[src/rtl/pwm_pkg.sv]
// Shared constants for the Dilithium pointwise-multiply datapath (q = 8380417).
// MODMUL_LAT is the fixed modular-multiplier latency used by the controller's write scheduling.
package pwm_pkg;

  localparam int unsigned Q_W        = 23;
  localparam int unsigned C_W        = 2 * Q_W;  // full product width
  localparam int unsigned T_W        = Q_W + 1;  // Barrett quotient estimate width
  localparam int unsigned R_W        = Q_W + 2;  // partial remainder width, holds up to 3Q-1
  localparam int unsigned BAR_K      = 46;
  localparam int unsigned MODMUL_LAT = 5;

  localparam logic [Q_W-1:0] Q     = 23'd8380417;
  localparam logic [T_W-1:0] BAR_M = 24'd8396807;
  localparam logic [R_W-1:0] Q_R   = 25'd8380417;
  localparam logic [R_W-1:0] Q2_R  = 25'd16760834;

endpackage

[src/rtl/pwm_mod_csub.sv]
// Final Barrett correction: folds a partial remainder r < 3Q into [0, Q-1].
// Purely combinational; the caller registers the result.
module pwm_mod_csub
  import pwm_pkg::*;
(
  input  logic [R_W-1:0] r,
  output logic [Q_W-1:0] res
);

  always_comb begin
    res = r[Q_W-1:0];
    if (r >= Q2_R) begin
      res = Q_W'(r - Q2_R);
    end else if (r >= Q_R) begin
      res = Q_W'(r - Q_R);
    end
  end

endmodule

[src/rtl/pwm_mod_mul.sv]
// Five-stage pipelined Barrett multiplier computing (a*b) mod Q, one pair per enabled cycle.
// Define PWM_MODMUL_RANGE_CHECK_EN to add the range_err flag for operands >= Q.
module pwm_mod_mul
  import pwm_pkg::*;
(
  input  logic           clk,
  input  logic           aresetn,
  input  logic           ce,
  input  logic           in_valid,
  input  logic [Q_W-1:0] mat_num_a,
  input  logic [Q_W-1:0] mat_num_b,
  output logic [Q_W-1:0] mul_result,
  output logic           out_valid
`ifdef PWM_MODMUL_RANGE_CHECK_EN
  ,
  output logic           range_err
`endif
);

  localparam int unsigned CM_W = C_W + T_W;

  logic [Q_W-1:0]  a_q, b_q;
  logic [C_W-1:0]  c2_q;
  logic [R_W-1:0]  c3_q;
  logic [T_W-1:0]  t3_q;
  logic [R_W-1:0]  r4_q;
  logic [3:0]      vld_q;  // valid for stages S1..S4, bit 0 = S1

  logic [C_W-1:0]  c_d;
  logic [CM_W-1:0] cm;
  logic [T_W-1:0]  t_d;
  logic [R_W-1:0]  r_d;
  logic [Q_W-1:0]  res_d;

  // Only the low R_W bits of c survive: c - t*Q < 3Q, so the high bits always cancel.
  always_comb begin
    c_d = C_W'(a_q) * C_W'(b_q);
    cm  = CM_W'(c2_q) * CM_W'(BAR_M);
    t_d = T_W'(cm >> BAR_K);
    r_d = c3_q - R_W'(t3_q) * Q_R;
  end

  pwm_mod_csub u_csub (
    .r   (r4_q),
    .res (res_d)
  );

  always_ff @(posedge clk or negedge aresetn) begin
    if (!aresetn) begin
      a_q        <= '0;
      b_q        <= '0;
      c2_q       <= '0;
      c3_q       <= '0;
      t3_q       <= '0;
      r4_q       <= '0;
      vld_q      <= '0;
      mul_result <= '0;
      out_valid  <= 1'b0;
    end else if (ce) begin
      a_q        <= mat_num_a;
      b_q        <= mat_num_b;
      c2_q       <= c_d;
      c3_q       <= R_W'(c2_q);
      t3_q       <= t_d;
      r4_q       <= r_d;
      vld_q      <= {vld_q[2:0], in_valid};
      mul_result <= res_d;
      out_valid  <= vld_q[3];
    end
  end

`ifdef PWM_MODMUL_RANGE_CHECK_EN
  logic [3:0] err_q;
  logic       err_d;

  always_comb begin
    err_d = in_valid & ((mat_num_a >= Q) | (mat_num_b >= Q));
  end

  always_ff @(posedge clk or negedge aresetn) begin
    if (!aresetn) begin
      err_q     <= '0;
      range_err <= 1'b0;
    end else if (ce) begin
      err_q     <= {err_q[2:0], err_d};
      range_err <= err_q[3];
    end
  end
`endif

endmodule

[config.mk]
export PLATFORM = sky130hd
export DESIGN_NAME = pwm_mod_mul
export DESIGN_NICKNAME = d
export VERILOG_FILES = /design/src/rtl/pwm_pkg.sv /design/src/rtl/pwm_mod_csub.sv /design/src/rtl/pwm_mod_mul.sv
export SDC_FILE = /design/constraint.sdc
export NUM_CORES = 2
export LEC_CHECK = 0
export ABC_AREA = 1
export BUFFER_PORTS_ARGS = -buffer_cell sky130_fd_sc_hd__buf_4
export CAP_MARGIN = 20
export CELL_PAD_IN_SITES_DETAIL_PLACEMENT = 0
export CELL_PAD_IN_SITES_GLOBAL_PLACEMENT = 1
export CORE_UTILIZATION = 50
export CTS_BUF_LIST = sky130_fd_sc_hd__clkbuf_8
export CTS_CLUSTER_DIAMETER = 30
export DETAILED_ROUTE_END_ITERATION = 6
export GPL_ROUTABILITY_DRIVEN = 0
export PLACE_DENSITY = 0.85
export SYNTH_ARGS = -nofsm -noshare
export SYNTH_HDL_FRONTEND = slang
export SYNTH_SLANG_ARGS = --single-unit
[constraint.sdc]
create_clock -name clk -period 7.4 [get_ports clk]
set_clock_uncertainty 0.2 [all_clocks]
set_input_delay 0.74 -clock clk [delete_from_list [all_inputs] [get_ports clk]]
set_output_delay 0.74 -clock clk [all_outputs]
set_load 0.02 [all_outputs]
==> impl_metrics.ini <==
[route]
wl_per_cell_um = 17.9
dr.first_iter.drc_count = 2766
wl_mm = 113
drcViolationCount = 4
vias = 33100
vias_per_cell = 5.24
first_pass_iters = 7
ant_nets = 0

[sta]
finalMaxSlewViolations = 0
finalHoldViolCount = 0
tightestPinTransition_ps = 1010
finalCritPeriodShare_pct = 95.8
setup_viol = 0
setup_tns_ps = 0
period_minus_slack_ps = 7090
rsz0062_at_grt = no
relSlewSlack_pct = 32.9
fmax_mhz = 141
whs_ps = 31.3

[critical_path]
critPathArrivalTime_ps = 7390
rr_worst_depth = 24
crit_buf_inv = 6
cp_slowest_cell = fa_1
crit_path_end_kind = flip-flop
cp_top_family = adder cells
reg2reg_to = c2_q[42]$_DFFE_PN0P_
regToRegStartpoint = b_q[14]$_DFFE_PN0P_
cp_max_fo = 15
r2r_slack_ps = 310
critPathMaxStageDelay_ps = 580
critPathKind = flip-flop to flip-flop
path_cells = buf_4, nand2_1, fa_1, inv_1, fa_1, fa_1, fa_1, fa_1, fa_1, inv_1, fa_1, inv_1, ha_1, nand2_1, nor2_1, inv_1, nor2_1, inv_1, nor4_1, nand3_1, nand3_1, nand2_1, nand3_1, o21ai_0
path_depth = 24
crit_top_cell = fa_1
start_kind = flip-flop
cp_data_required_time_ps = 7700

[synth]
synth-edff-count = 0
ys_top_cells_by_area = fa_1 30%, ha_1 16%, nand2_1 13%, dfrtp_1 12%, inv_1 12%
avgSynthCellArea_um2 = 7.60
async_flop_share_pct = 100
synth_warnings = 0
synthCells = 5229
synth_common_cells = 1362 x nand2_1, 1226 x inv_1, 602 x fa_1, 494 x ha_1, 315 x nor2_1
synth_top_area_share_pct = 30.3
syn_area_mm2 = 0.0398
ys_seq_elements = 194
seq_area_frac_synth_pct = 12.2
synth_top_area_cell = fa_1
syn-num-nets = 6375
yosysMostFrequentCell = nand2_1
synthFlopType = dfrtp_1
netlist-cell-type-count = 51

[clock_tree]
tritoncts = done
holdBufCountCts = 0
clkTransAtPathRegs_ps = 140
ctsResizeCount = 0
cts_buffers = 17
clkLatencyLatePin_ps = 620
cts_root_buf = clkbuf_8
cts_buffer_depth = 2
clock_sink_count = 194
h-tree-depth = 4
cts_setup_buffers = 0

[grt]
grt_start_max_net_pins = 114
grt_pass1_vias = 33300
overflow = 0
grt_usage_pct = 29.2
antenna_found_initial = 1
grt_pass1_wl_mm = 184

[layout]
finalNetCount = 6401
fill_cells = 7801
fin_cells = 6319
drive_above_1_share_pct = 5.13
multi_input_area_mm2 = 0.0296
fin_area_mm2 = 0.0421
seq_area_mm2 = 0.00489
area_delta_synth_final_pct = 5.83

[placement]
dpl_cell_area_mm2 = 0.0416
io_buffers = 73
dp_hpwl_mm = 96.3
placedCellCount = 6286

[floorplan]
io_pins = 74
dieArea_mm2 = 0.0806
fp.dieW_um = 284
initial_core_util_pct = 50.4
core_region_area_mm2 = 0.0789
rows = 103
die_h_um = 284

[outcome]
violations = DRC
outcome = complete, but fails checks

[worst_hold_path]
hold_class = input pin to asynchronous set/reset pin

[run]
maxCapViolCount = 0
-- area by class of cell --
| type | instances | share of cell area [%] |
|---|---|---|
| well taps | 1050 | 3.12 |
| inverters | 1240 | 11.1 |
| clock buffers | 19 | 0.622 |
| multi-input cells | 3647 | 70.4 |
| flip-flops and latches | 194 | 11.6 |
| diodes | 1 | 0.00595 |
| repair buffers | 155 | 2.86 |
| clock inverters | 13 | 0.291 |
-- worst max path at each step --
| stage | startpoint | to | slack (ps) |
|---|---|---|---|
| 2_1_floorplan | a_q[13]$_DFFE_PN0P_ | c2_q[38]$_DFFE_PN0P_ | 1230 |
| 3_3_place_gp | a_q[11]$_DFFE_PN0P_ | c2_q[42]$_DFFE_PN0P_ | 210 |
| 3_5_place_dp | a_q[11]$_DFFE_PN0P_ | c2_q[42]$_DFFE_PN0P_ | 180 |
| 4_1_cts | a_q[11]$_DFFE_PN0P_ | c2_q[42]$_DFFE_PN0P_ | 180 |
| 5_1_grt | a_q[12]$_DFFE_PN0P_ | c2_q[42]$_DFFE_PN0P_ | 1 |
| 6_report | b_q[14]$_DFFE_PN0P_ | c2_q[42]$_DFFE_PN0P_ | 310 |
-- state kept, by name (all words and copies together), names as in the netlist --
signal,count
t3_q,24
c2_q,46
a_q,23
b_q,23
vld_q,4
r4_q,25
c3_q,25
out_valid,1
mul_result,23
-- placed cells by master, fill, tap and decap left out, types with 8 or more instances in the layout --
| master | synthesis | final |
|---|---|---|
| a21oi_1 | 174 | 174 |
| nor4_1 | 9 | 9 |
| o211ai_1 | 11 | 11 |
| o21ai_1 | 30 | 30 |
| inv_2 | 14 | 14 |
| a21o_1 | 19 | 19 |
| nand3b_1 | 11 | 11 |
| dfrtp_1 | 194 | 167 |
| nand3_1 | 171 | 171 |
| nand2_1 | 1362 | 1362 |
| inv_1 | 1226 | 1225 |
| xnor2_1 | 27 | 27 |
| or2_1 | 8 | 8 |
| a31oi_1 | 26 | 26 |
| clkbuf_8 | 0 | 21 |
| fa_1 | 602 | 602 |
| xor2_1 | 45 | 45 |
| o21bai_1 | 19 | 19 |
| nor2_1 | 315 | 315 |
| ha_1 | 494 | 494 |
| dfrtp_2 | 0 | 26 |
| buf_4 | 6 | 151 |
| or2_2 | 12 | 12 |
| o21ai_0 | 190 | 190 |
| nand4_1 | 29 | 29 |
| nor3_1 | 37 | 37 |
-- worst reg2reg max path, cell delays in order, from the launching register on --
cell	delay (ps)
dfrtp_1	540
buf_4	310
nand2_1	120
fa_1	550
inv_1	60
fa_1	480
fa_1	580
fa_1	450
fa_1	480
fa_1	490
inv_1	50
fa_1	470
inv_1	40
ha_1	420
nand2_1	140
nor2_1	150
inv_1	80
nor2_1	260
inv_1	110
nor4_1	350
nand3_1	270
nand3_1	160
nand2_1	50
nand3_1	80
o21ai_0	100
-- layer usage --
metal	track usage, %	wire (um)	up-vias
li1	-	-	15800
met2	46.3	51900	1099
met5	0	0	-
met1	42.0	50700	16100
met4	7.89	2820	0
met3	3.67	7590	150
-- metrics by stage --
| stage | setup WS [ps] | utilization [%] |
|---|---|---|
| finish | 308 | 53.3 |
| global route | 1.06 | 53.3 |
| CTS | 176 | 53.3 |
| detailed placement | 180 | 52.8 |
| global placement | 205 | 52.8 |
| floorplan | 1230 | - |
-- logic make-up after synthesis --
| kind of cell | Yosys count | synth area share [%] |
|---|---|---|
| fa+ha+maj | 1096 | 45.9 |
| xor+xnor | 72 | 1.59 |
| compound gates | 499 | 6.90 |
| buf+inv | 1388 | 13.3 |
| simple gates | 1980 | 20.2 |
| flops | 194 | 12.2 |
Power is left out: the tool's default activity adds up to more than one toggle a clock period on the data nets, which glitch-free logic cannot reach.
